$ cat config.mk
export PLATFORM = sky130hd
export DESIGN_NAME = menu_input_ctrl_flat
export DESIGN_NICKNAME = d
export VERILOG_FILES = /design/src/rtl/menu_input_ctrl_if.sv /design/src/rtl/menu_input_ctrl.sv /design/src/flat_wrapper.sv
export SDC_FILE = /design/constraint.sdc
export NUM_CORES = 1
export LEC_CHECK = 0
export CAP_MARGIN = 0
export CORE_MARGIN = 1.5
export CORE_UTILIZATION = 44
export CTS_BUF_LIST = sky130_fd_sc_hd__clkbuf_4 sky130_fd_sc_hd__clkbuf_8 sky130_fd_sc_hd__clkbuf_16
export DETAILED_ROUTE_END_ITERATION = 6
export SYNTH_ARGS = -nofsm -noshare
export SYNTH_HDL_FRONTEND = slang
export SYNTH_SLANG_ARGS = --single-unit
export TNS_END_PERCENT = 30
$ cat constraint.sdc
create_clock -name clock -period 2.16 [get_ports clock]
set_input_delay 0.432 -clock clock [delete_from_list [all_inputs] [get_ports clock]]
set_output_delay 0.432 -clock clock [all_outputs]
set_load 0.05 [all_outputs]
$ cat src/rtl/menu_input_ctrl_if.sv
// menu_input_ctrl_if: joystick/button inputs and pause-menu outputs of the menu input controller
interface menu_input_ctrl_if;
    logic btn_raw;
    logic up_raw;
    logic down_raw;
    logic menu_active;
    logic enter;
    logic value;
    logic btn_level;

    modport master (
        output btn_raw, up_raw, down_raw, menu_active,
        input  enter, value, btn_level
    );

    modport slave (
        input  btn_raw, up_raw, down_raw, menu_active,
        output enter, value, btn_level
    );
endinterface

$ cat src/rtl/menu_input_ctrl.sv
// menu_input_ctrl: synchronizes and debounces button/joystick inputs, drives enter pulse and pause-menu selection
module menu_input_ctrl #(
    parameter logic [15:0] DEBOUNCE_CYCLES = 16'd50000,
    parameter int          CNT_W           = 16
) (
    input logic             clock,
    input logic             reset,
    menu_input_ctrl_if.slave bus
);
    typedef enum logic [1:0] {IDLE, PRESS_WAIT, PRESSED, RELEASE_WAIT} db_state_t;

    localparam logic [CNT_W-1:0] LAST = CNT_W'(DEBOUNCE_CYCLES - 16'd1);

    logic [2:0] raw;
    logic [2:0] sync1;
    logic [2:0] sync2;
    logic [2:0] rise;
    logic       btn_lvl_n;
    logic       prev_ma;
    logic       ma_rise;
    logic       enter_q;
    logic       value_q;
    logic       value_n;
    logic       level_q;

    // bit 0 = button, bit 1 = up, bit 2 = down
    assign raw = {bus.down_raw, bus.up_raw, bus.btn_raw};

    // two-flop synchronizer for each raw contact
    always_ff @(posedge clock or posedge reset) begin
        if (reset) begin
            sync1 <= '0;
            sync2 <= '0;
        end else begin
            sync1 <= raw;
            sync2 <= sync1;
        end
    end

    for (genvar d = 0; d < 3; d++) begin : g_db
        db_state_t        st;
        db_state_t        st_n;
        logic [CNT_W-1:0] cnt;
        logic [CNT_W-1:0] cnt_n;
        logic [CNT_W-1:0] cnt_inc;
        logic             in;
        logic             at_last;
        logic             rise_i;

        assign in      = sync2[d];
        assign at_last = cnt == LAST;
        assign cnt_inc = (&cnt) ? cnt : cnt + 1'b1;

        // debouncer state and stability counter
        always_ff @(posedge clock or posedge reset) begin
            if (reset) begin
                st  <= IDLE;
                cnt <= '0;
            end else begin
                st  <= st_n;
                cnt <= cnt_n;
            end
        end

        // a level change is accepted only after the input stays stable through a full count
        always_comb begin
            st_n   = st;
            cnt_n  = cnt;
            rise_i = 1'b0;
            case (st)
                IDLE: if (in) begin
                    st_n  = PRESS_WAIT;
                    cnt_n = '0;
                end
                PRESS_WAIT: if (!in) st_n = IDLE;
                    else if (at_last) begin
                        st_n   = PRESSED;
                        rise_i = 1'b1;
                    end else cnt_n = cnt_inc;
                PRESSED: if (!in) begin
                    st_n  = RELEASE_WAIT;
                    cnt_n = '0;
                end
                RELEASE_WAIT: if (in) st_n = PRESSED;
                    else if (at_last) st_n = IDLE;
                    else cnt_n = cnt_inc;
                default: st_n = IDLE;
            endcase
        end

        assign rise[d] = rise_i;

        if (d == 0) begin : g_lvl
            assign btn_lvl_n = (st_n == PRESSED) || (st_n == RELEASE_WAIT);
        end
    end

    assign ma_rise = bus.menu_active & ~prev_ma;

    // menu entry forces Continue; a lone up/down event while the menu is shown selects
    always_comb begin
        value_n = ma_rise                                     ? 1'b0 :
                  (bus.menu_active && rise[1] && !rise[2])    ? 1'b0 :
                  (bus.menu_active && rise[2] && !rise[1])    ? 1'b1 :
                                                                value_q;
    end

    // enter and value are registered on the same edge so the consumer sees a consistent pair
    always_ff @(posedge clock or posedge reset) begin
        if (reset) begin
            prev_ma <= 1'b0;
            enter_q <= 1'b0;
            value_q <= 1'b0;
            level_q <= 1'b0;
        end else begin
            prev_ma <= bus.menu_active;
            enter_q <= rise[0];
            value_q <= value_n;
            level_q <= btn_lvl_n;
        end
    end

    assign bus.enter     = enter_q;
    assign bus.value     = value_q;
    assign bus.btn_level = level_q;
endmodule
$ cat src/flat_wrapper.sv
// flat-port wrapper written by rule: the top's interface ports become plain ports
module menu_input_ctrl_flat 
#(
    parameter logic [15:0] DEBOUNCE_CYCLES = 16'd50000,
    parameter int          CNT_W           = 16
)
  (clock, reset, bus_btn_raw, bus_up_raw, bus_down_raw, bus_menu_active, bus_enter, bus_value, bus_btn_level);
  menu_input_ctrl_if bus_i ();
  input logic clock;
  input logic reset;
  input wire logic [$bits(bus_i.btn_raw)-1:0] bus_btn_raw;
  input wire logic [$bits(bus_i.up_raw)-1:0] bus_up_raw;
  input wire logic [$bits(bus_i.down_raw)-1:0] bus_down_raw;
  input wire logic [$bits(bus_i.menu_active)-1:0] bus_menu_active;
  output wire logic [$bits(bus_i.enter)-1:0] bus_enter;
  output wire logic [$bits(bus_i.value)-1:0] bus_value;
  output wire logic [$bits(bus_i.btn_level)-1:0] bus_btn_level;
  assign bus_i.btn_raw = bus_btn_raw;
  assign bus_i.up_raw = bus_up_raw;
  assign bus_i.down_raw = bus_down_raw;
  assign bus_i.menu_active = bus_menu_active;
  assign bus_enter = bus_i.enter;
  assign bus_value = bus_i.value;
  assign bus_btn_level = bus_i.btn_level;
  menu_input_ctrl #(.DEBOUNCE_CYCLES(DEBOUNCE_CYCLES), .CNT_W(CNT_W)) u_core (.clock(clock), .reset(reset), .bus(bus_i));
endmodule
==> results.toml, run 1 <==
[yosys]
synthesis.area_sq_um = 3590
yosysWarnings = 0
synth_compound_area_frac = 0.203
synth-simple-area-share = 0.267
syn_nets = 387
synth_seq_cells = 64
synthTopCellsByArea = "dfrtp_1 45%, o31ai_1 4.4%, nand2_1 3.6%"
muxShareOfSynthArea = 0.0153
synthArstFlopShare = 1.00
synth_top_family_by_area = "simple AND/OR/NAND/NOR gates"
ys.flop_type = "dfrtp_1"
netlist.area_leader.share = 0.446
syn_inst = 378
synth_seq_area_share = 0.446
yosys.area_share.adder = 0.0104
synth_cell_types = 59
synthXorXnorAreaFrac = 0.0219
postSynthAreaPerCell_sq_um = 9.51
yosysTopAreaCell = "dfrtp_1"
synth_edf_count = 0

[route]
via_count = 3081
vias_per_cell = 5.98
routedWlPerCell_microns = 16.1
postRouteAntennaNets = 0
wl_microns = 8290
route.detailed.drc = 0
drtPass1Iterations = 4
drtIter0Drc = 216

[setup_path]
rr_startpoint = "u_core.g_db[2].cnt[13]$_DFFE_PP0P_"
cp_data_arrival_time_ns = 2.32
critPathKind = "register to register"
slowest_stage = "or4_4"
path_max_fanout = 5
end_kind = "register"
start_kind = "register"
path_buf_inv = 1
crit_start = "u_core.g_db[2].cnt[13]$_DFFE_PP0P_"
crit_chain = "or4_4 -> nor4_4 -> buf_4 -> and3_1 -> mux2_1"
required_ns = 2.38
slowest_delay_ns = 0.56
crit_family = "simple AND/OR/NAND/NOR gates"

[sta]
setup_viol_count_final = 0
period_share = 0.972
fin_tns_setup_ns = 0
min_period_ns = 2.10
maxSlewViolCount = 0
tightest_slew_ns = 0.502
max_slew_margin = 0.665
final_hold_viol_count = 0
holdWs_ns = 0.349
fin_skew_ns = 0.0115
timing.fmax_mhz = 476

[finish]
fin_nets = 418
drive_above_1_share = 0.179
fill_cells = 720
insertedDiodeCount = 0
finalInstanceArea_sq_um = 4230
synthToLayoutAreaGrowth_pct = 17.7

[status]
status = "finished, final reports clean"

[grt]
grt_max_degree = 65
globalRouteMet2Util = 0.306
grt-ovfl-total = 0
grt.total_usage = 0.205
antenna_found_initial = 0
use_met1 = 0.289
first_global_vias = 2990
grt_pass1_wl_microns = 14200
grt_use_met3 = 0.0366
top_usage_layer = "met2"

[floorplanning]
dieHeight_microns = 93.4
start_util = 0.460
rows = 32
dieArea_sq_um = 8720
io_pins = 9
coreArea_sq_um = 7810
die_w_microns = 93.4

[placement]
portBuffers = 8
place_area_sq_um = 3950
place_hpwl_microns = 5490
routabilityCongestion = 0.858

[power]
pwr-share-seq = 0.488
switchingPower_uw = 664
p_leak_uw = 0.00177
p_per_area_nw_per_um2 = 627
power.internal_uw = 1990
clockPowerShare = 0.403
finalPower_uw = 2650
swShare = 0.250
combPwrFrac = 0.109
peakVddDrop_mv = 0.371

[clock_network]
cts_buffers = 9
cts_max_level = 3
cts_tree = "yes"
clockBufferDepth = 2
clock-sinks = 64
clk_pin_slew_ns = 0.07
root_buffer = "clkbuf_8"
worstSkewPairLatency_ns = 0.33

[hold_path]
hold_start = "u_core.sync1[1]$_DFF_PP0_"
hold_class = "register to register"

[job]
drv_cap = 0
-- placed cells by master (no fill, tap or decap), types with 7 or more instances in the layout --
master and instances:
nor2_1 22, nand2_1 33, clkdlybuf4s50_1 8, nand3_1 18, dfrtp_1 64, o31ai_1 21, clkbuf_8 12, o21ai_1 15
xnor2_1 8, or3_1 8, and3_1 11, nand4_1 12, inv_1 7, buf_4 31, nor3_1 7, a21oi_1 20
-- per-stage QoR --
step                       util  setup slack (ns)  instances
after floorplan               -             0.120        378
after global placement    0.506            0.0817        497
after detailed placement  0.506          -0.00303        497
after CTS                 0.532            0.0188        512
after global routing      0.542         -0.000248        515
final                     0.542            0.0595        515
-- area by class of cell --
class,instances,area [sq um],area share
clock buffer,12,165,0.0390
clock inverter,3,40.0,0.00946
inverter,8,30.0,0.00710
multi-input combinational,285,1910,0.452
sequential,64,1600,0.379
tap,102,128,0.0302
timing repair buffer,41,353,0.0834
-- power groups by stage --
stage / sequential [uW] / clock [uW] / combinational [uW]
2_1_floorplan: 1320 / 0 / 163
3_3_place_gp: 1310 / 0 / 282
3_5_place_dp: 1310 / 0 / 286
4_1_cts: 1290 / 1100 / 287
5_1_grt: 1300 / 1150 / 329
6_report: 1290 / 1070 / 291
-- what timing repair did --
item                                    in CTS  in global routing
endpoints found under the setup margin       2                 23
gates resized for setup                      1                 11
pin swaps                                    0                  2
buffers inserted                             0                  3
hold buffers                                 0                  0
-- worst reg2reg max path, cell delays in order, from the launching register on --
cell and delay [ns]:
dfrtp_1 0.44, or4_4 0.56, nor4_4 0.26, buf_4 0.19
and3_1 0.21, mux2_1 0.33
-- routing by layer --
metal  vias up  wire length, microns
met4         0                   134
met2        75                  3830
li1       1504                     -
met3        13                   274
met1      1489                  4050
met5         -                     0
-- synth_stat cells (all sizes together), types with 5 or more instances --
master,count
dfrtp,64
xnor2,8
nor2,22
buf,5
and3,11
nor2b,5
and2,5
o21ai,21
a41o,6
and4,6
a21oi,26
inv,8
nand4,12
clkbuf,16
or4,5
a31oi,6
nor3,7
nand2,34
nor4,9
nand3,19
o31ai,22
or3,9
-- flip-flops by register name, indices dropped and copies added (netlist names), named ones only --
| register | cells |
|---|---|
| u_core.bus.value | 1 |
| u_core.prev_ma | 1 |
| u_core.bus.btn_level | 1 |
| u_core.g_db.cnt | 48 |
| u_core.sync2 | 3 |
| u_core.g_db.st | 4 |
| u_core.bus.enter | 1 |
| u_core.sync1 | 3 |
-- final timing paths --
check	to	slack (ns)	cells after the start
worst max register to register	register	0.06	5
max in group asynchronous	u_core.g_db[0].cnt[15]$_DFFE_PP0P_	1.39	3
worst min register to register	u_core.sync2[1]$_DFF_PP0_	0.35	0
worst min-delay path	u_core.sync2[1]$_DFF_PP0_	0.35	0
worst max-delay path	register	0.06	5
min in group asynchronous	u_core.sync1[0]$_DFF_PP0_	0.47	3
-- logic make-up (layout without fill, tap and decap cells) --
group	Yosys count	count (layout)
flip-flops	64	64
AO/OA/AOI/OAI	104	104
AND/OR/NAND/NOR	164	164
multiplexers	5	5
XOR/XNOR	9	9
buffers and inverters	29	64
adder cells (fa/ha/maj)	3	3
Power figures use the tool's default switching activity.
==> run 2: changes to the inputs <==
- CTS_BUF_LIST: sky130_fd_sc_hd__clkbuf_4 sky130_fd_sc_hd__clkbuf_8 sky130_fd_sc_hd__clkbuf_16 -> sky130_fd_sc_hd__clkbuf_2 sky130_fd_sc_hd__clkbuf_4 sky130_fd_sc_hd__clkbuf_8
==> results of run 2 <==
No change in the layout: final DEF, timing and power equal those of run 1.
==> run 3: changes to the inputs <==
- CORE_UTILIZATION: 44 -> 30
- SKIP_LAST_GASP: unset -> 1
==> run 3 against run 2 <==
Against the previous run:
- die area grew 45%
- first-iteration DRC count is 11% lower
- clock power down 13%
- critical path depth up 1
- flip-flop and latch count did not move
- total power shrank 5.7%
- cell count rose by 8.0%
- combinational power shrank 4%
- sequential power is essentially flat
==> results.toml, run 3 (synthesis results as in run 1) <==
[floorplanning]
dieHeight_microns = 112
start_util = 0.311
io_pins = 9
rows = 39
coreArea_sq_um = 11600
die_w_microns = 112
dieArea_sq_um = 12600

[hold_path]
min_delay_path_depth = 0
hold_start = "u_core.sync1[2]$_DFF_PP0_"
hold_class = "register to register"
holdPathEnd = "u_core.sync2[2]$_DFF_PP0_"

[finish]
largest_reg_flops = 48
drive_above_1_share = 0.165
insertedDiodeCount = 0
top_regs = "u_core.g_db.cnt x48, u_core.g_db.st x4"
finalInstanceArea_sq_um = 4200
regMostFlops = "u_core.g_db.cnt"
fill_cells = 1171
fin_nets = 417
finish.utilization = 0.363
synthToLayoutAreaGrowth_pct = 16.9
final_common_cell = "dfrtp_1"
mostFrequentLayoutCells = "64 x dfrtp_1, 33 x nand2_1, 31 x buf_4"

[sta]
tightest_slew_ns = 0.631
final_hold_viol_count = 0
timing.fmax_mhz = 475
min_period_ns = 2.11
max_slew_margin = 0.579
maxSlewViolCount = 0
setup_viol_count_final = 0
rsz0062_at_grt = "yes"
fin_skew_ns = 0.0132
period_share = 0.975
fin_tns_setup_ns = 0

[clock_network]
cts_hold_buf = 0
clock-sinks = 64
cts_tree = "yes"
worstSkewPairLatency_ns = 0.35
cts_buffers = 9
clk_pin_slew_ns = 0.08
clockBufferDepth = 2
cts_setup_buffers = 0
cts_max_level = 3
root_buffer = "clkbuf_8"

[grt]
grt-ovfl-total = 0
grt.total_usage = 0.141
grt_max_degree = 65
antenna_found_initial = 0
globalRouteMet2Util = 0.218
top_usage_layer = "met2"
first_global_vias = 2976
grt_use_met3 = 0.0292
grt_pass1_wl_microns = 14600
use_met1 = 0.196

[job]
drv_cap = 0

[power]
swShare = 0.290
p_per_area_nw_per_um2 = 596
combPwrFrac = 0.111
clockPowerShare = 0.370
pwr-share-seq = 0.519
power.internal_uw = 1780
peakVddDrop_mv = 0.272
p_leak_uw = 0.00174
switchingPower_uw = 725

[route]
drtPass1Iterations = 4
route.detailed.drc = 0
drtIter0Drc = 192
postRouteAntennaNets = 0
wl_microns = 8340
via_count = 3150
routedWlPerCell_microns = 15.0
vias_per_cell = 5.67

[setup_path]
rr_startpoint = "u_core.g_db[0].cnt[0]$_DFFE_PP0P_"
end_kind = "register"
start_kind = "register"
slowest_stage = "or3_1"
crit_chain = "ha_1 -> nand3_1 -> nor2_1 -> a41o_1 -> or3_1 -> o31ai_1"
r2r_end = "u_core.g_db[0].cnt[5]$_DFFE_PP0P_"
required_ns = 2.40
path_max_fanout = 10
slowest_delay_ns = 0.53
r2r_slack_ns = 0.05
r2r_cells = 6
critPathKind = "register to register"
cp_data_arrival_time_ns = 2.35

[status]
status = "finished, final reports clean"

[placement]
routabilityCongestion = 0.870
place_hpwl_microns = 5650
place_area_sq_um = 4000
portBuffers = 8
run 3: cell count changes in the layout (fill, tap and decap cells not counted), sizes merged:
cell / before / now
clkbuf: 12 / 9
clkinv: 2 / 4
clkinvlp: 0 / 2
buf: 33 / 32
bufinv: 1 / 0
inv: 8 / 9
run 3: worst max path at each step:
stage	startpoint	to	depth (start not counted)
floorplan	u_core.g_db[0].cnt[0]$_DFFE_PP0P_	u_core.g_db[0].cnt[7]$_DFFE_PP0P_	8
global placement	u_core.g_db[1].cnt[0]$_DFFE_PP0P_	u_core.g_db[1].cnt[14]$_DFFE_PP0P_	6
detailed placement	u_core.g_db[1].cnt[0]$_DFFE_PP0P_	u_core.g_db[1].cnt[14]$_DFFE_PP0P_	6
CTS	u_core.g_db[1].cnt[0]$_DFFE_PP0P_	u_core.g_db[1].cnt[14]$_DFFE_PP0P_	6
global route	u_core.g_db[2].cnt[5]$_DFFE_PP0P_	u_core.g_db[2].cnt[4]$_DFFE_PP0P_	5
finish	u_core.g_db[0].cnt[0]$_DFFE_PP0P_	u_core.g_db[0].cnt[5]$_DFFE_PP0P_	6
run 3: timing repair:
action,CTS,global route
pin swaps,0,0
hold endpoints to repair,0,0
resized for setup,1,4
endpoints found under the setup margin,2,12
cloned,0,0
run 3: cell type report:
type	count	area, sq um	share of cell area
Inverter	8	30.0	0.00715
Timing Repair Buffer	40	333	0.0793
Sequential cell	64	1600	0.381
Multi-Input combinational cell	285	1880	0.449
Tap cell	143	179	0.0426
Clock inverter	7	47.5	0.0113
Clock buffer	9	124	0.0295
run 3: power groups by stage:
| stage | sequential (uW) | combinational, uW | clock (uW) |
|---|---|---|---|
| after CTS | 1300 | 281 | 961 |
| after global placement | 1320 | 271 | 0 |
| final | 1300 | 279 | 926 |
| after detailed placement | 1320 | 279 | 0 |
| after global routing | 1310 | 316 | 1000 |
| after floorplan | 1320 | 163 | 0 |
run 3: stage by stage:
| stage | total power [uW] | std cells | setup slack (ns) | hold slack [ns] |
|---|---|---|---|---|
| after CTS | 2540 | 556 | 0.0335 | 0.350 |
| after detailed placement | 1600 | 540 | -0.0234 | 0.336 |
| final | 2500 | 556 | 0.0536 | 0.349 |
| after global routing | 2620 | 556 | -0.0500 | 0.364 |
| after floorplan | 1490 | 378 | 0.120 | 0.331 |
| after global placement | 1590 | 540 | 0.00609 | 0.333 |
run 3: worst max-delay path, delay by kind of cell, from the launching register on:
family	cells	cell delay, ns
flops	1	0.38
simple gates	3	0.80
compound gates	2	0.58
fa+ha+maj	1	0.24
run 3: metal layers:
layer / up-vias / part of all wire
met3: 11 / 0.031
met4: 0 / 0.017
met5: - / 0
met1: 1557 / 0.48
met2: 64 / 0.47
li1: 1518 / -
==> RTL edit: new RTL, settings of run 1 <==
`CNT_W` is set to 16 in 2 places; all go to 12.
--- a/src/rtl/menu_input_ctrl.sv
+++ b/src/rtl/menu_input_ctrl.sv
@@ -1,7 +1,7 @@
 // menu_input_ctrl: synchronizes and debounces button/joystick inputs, drives enter pulse and pause-menu selection
 module menu_input_ctrl #(
     parameter logic [15:0] DEBOUNCE_CYCLES = 16'd50000,
-    parameter int          CNT_W           = 16
+    parameter int          CNT_W           = 12
 ) (
     input logic             clock,
     input logic             reset,
--- a/src/flat_wrapper.sv
+++ b/src/flat_wrapper.sv
@@ -2,7 +2,7 @@
 module menu_input_ctrl_flat 
 #(
     parameter logic [15:0] DEBOUNCE_CYCLES = 16'd50000,
-    parameter int          CNT_W           = 16
+    parameter int          CNT_W           = 12
 )
   (clock, reset, bus_btn_raw, bus_up_raw, bus_down_raw, bus_menu_active, bus_enter, bus_value, bus_btn_level);
   menu_input_ctrl_if bus_i ();
Check against the original RTL: no difference found for any inputs over 10 cycles, from zero or initial values and one cycle with reset high; that may be too few to reach the edited logic, so the function may still have changed.
==> RTL edit against run 1 <==
  * Worst hold slack improved by 0.0043 ns
  * Critical path depth increased by 1
  * Power decreased by 34%
  * Setup slack improved by 0.033 ns
  * Wire length decreased by 37%
  * Clock power decreased by 51%
  * Count of clock-buffer cells in the layout decreased by 6
  * Design area decreased by 29%
  * Non-clock buffer count decreased by 20
  * Sequential cell count decreased by 12
  * Fmax increased by 1.6%
  * Synthesized area decreased by 25%
  * Combinational power decreased by 43%
  * Highest routed layer unchanged
  * Largest power group unchanged
==> RTL edit: results (changes against run 1) <==
Status = complete, no violations (unchanged)
Layout Cells excl Fill = 371 (was 515)
CTS H-tree depth = 2 (was 3)
Vias per cell = 5.61 (was 5.98)
Fraction of registers with async set/reset = 100% (unchanged)
Max Fanout on Critical Path = 10 (was 5)
Dpl hpwl = 3660 um (was 5490 um)
Initial antenna violation count = 0 (unchanged)
Worst skew pair latency = 0.30 ns (was 0.33 ns)
Synth cell types = 51 (was 59)
Synth warn = 0 (unchanged)
Worst Setup EP = u_core.g_db[0].cnt[0]
Sequential cell area fraction in the yosys report = 48.4% (was 44.6%)
Fillers = 531 (was 720)
Syn_nets = 287 (was 387)
# diodes = 0 (unchanged)
First-pass GRT wire length = 9130 um (was 14,200 um)
WL final = 5190 um (was 8290 um)
Top post-synthesis cells by count = dfrtp_1, nand2_1, nor2_1 (unchanged)
Mux cell area share after synthesis = 2.61% (was 1.53%)
Worst R2R Path Depth = 6 (was 5)
Worst Hold Launch = u_core.sync1[0] (was u_core.sync1[1])
Largest net degree at the start of global routing = 53 (was 65)
# resized after CTS = 0 (was 1)
RD Place Congestion = 0.903 (was 0.858)
Compound-Gate Fraction of Synth Area = 10.1% (was 20.3%)
Port Buf Inserts = 8 (unchanged)
Post-Synth XOR/XNOR Area = 5.87% (was 2.19%)
R2R setup slack = 0.09 ns (was 0.06 ns)
Clock Skews = 0.0125 ns (was 0.0115 ns)
Num CTS Buffers = 5 (was 9)
Syn Inst Count = 278 (was 378)
Setup bufs post-CTS = 0 (unchanged)
Worst VDD drop = 0.000286 V (was 0.000371 V)
Dpl cells = 363 (was 497)
NumNets Final = 305 (was 418)
Vias in the first global route = 1,955 (was 2,990)
Worst Hold Class = reg -> reg (unchanged)
Critical Path Source = u_core.g_db[0].cnt[11] (was u_core.g_db[2].cnt[13])
CP arrival = 2.24 ns (was 2.32 ns)
Gr usage total = 17.9% (was 20.5%)
Adder-cell share of the synthesized area = 1.40% (was 1.04%)
CTS max path bufs = 2 (unchanged)
Leak = 1.34 nW (was 1.77 nW)
Initial DRC Count = 161 (was 216)
Worst-path clk slew = 0.08 ns
DRT Pass-1 Iters = 4 (unchanged)
Regs by FF count = u_core.g_db.cnt x36, u_core.g_db.st x4 (was u_core.g_db.cnt x48, u_core.g_db.st x4)
Ys flop type = dfrtp_1 (unchanged)
Max-slew headroom = 54.6% (was 66.5%)
Clock Tree Root = clkbuf_8 (unchanged)
Share of cells above drive strength 1 = 13.9% (was 17.9%)
Cells taking the most area after synthesis = dfrtp_1, nand4_1, nand2_1 (was dfrtp_1, o31ai_1, nand2_1)
[RTL edit: layout make-up]
class                      count  area [um^2]  area share [%]
timing repair buffer          21          190            6.34
tap                           75         93.8            3.13
sequential                    52         1300            43.4
clock buffer                   6         76.3            2.54
clock inverter                 1         5.00           0.167
inverter                      11         43.8            1.46
multi-input combinational    205         1290            43.0
[RTL edit: worst min-delay path by stage]
stage	cells after the start	to	slack (ns)
2_1_floorplan	0	u_core.sync2[0]	0.33
3_3_place_gp	0	u_core.sync2[0]	0.34
3_5_place_dp	0	u_core.sync2[0]	0.33
4_1_cts	0	u_core.sync2[0]	0.35
5_1_grt	0	u_core.sync2[0]	0.36
6_report	0	u_core.sync2[0]	0.35
[RTL edit: critical path, cell delays in order (launching register included)]
cell and delay (ns):
dfrtp_1 0.42, or3_1 0.36, or4_4 0.52, nand2_4 0.12, inv_4 0.07, and2_4 0.16, mux2_4 0.29
[RTL edit: routing by layer]
metal	part of all wire [%]	GRT usage (%)
met4	0.64	7.07
met1	50	25.0
met2	46	28.0
met3	2.9	2.81
met5	0	0
[RTL edit: stage by stage]
step           util, %  total power, mW  area (um^2)  setup WS [ns]
5_1_grt           50.7             1.85         3000        0.00395
3_3_place_gp      49.2             1.25         2910          0.108
3_5_place_dp      49.2             1.25         2910         0.0840
6_report          50.7             1.76         3000         0.0923
4_1_cts           50.5             1.79         2990         0.0619
2_1_floorplan        -             1.19         2690         0.0128
[RTL edit: where the power goes]
group	switching (mW)	internal [mW]	total, mW
logic	0.0921	0.0754	0.167
registers	0.0494	1.02	1.07
clock network	0.296	0.234	0.529
total	0.437	1.33	1.76
[RTL edit: cells by family after synthesis]
logic type                 after synthesis
DFF                                     52
and+or+nand+nor                        139
xor gates and xnor gates                18
buffers and inverters                   21
adders and majority gates                3
muxes                                    6
AOI/OAI and AO/OA                       39
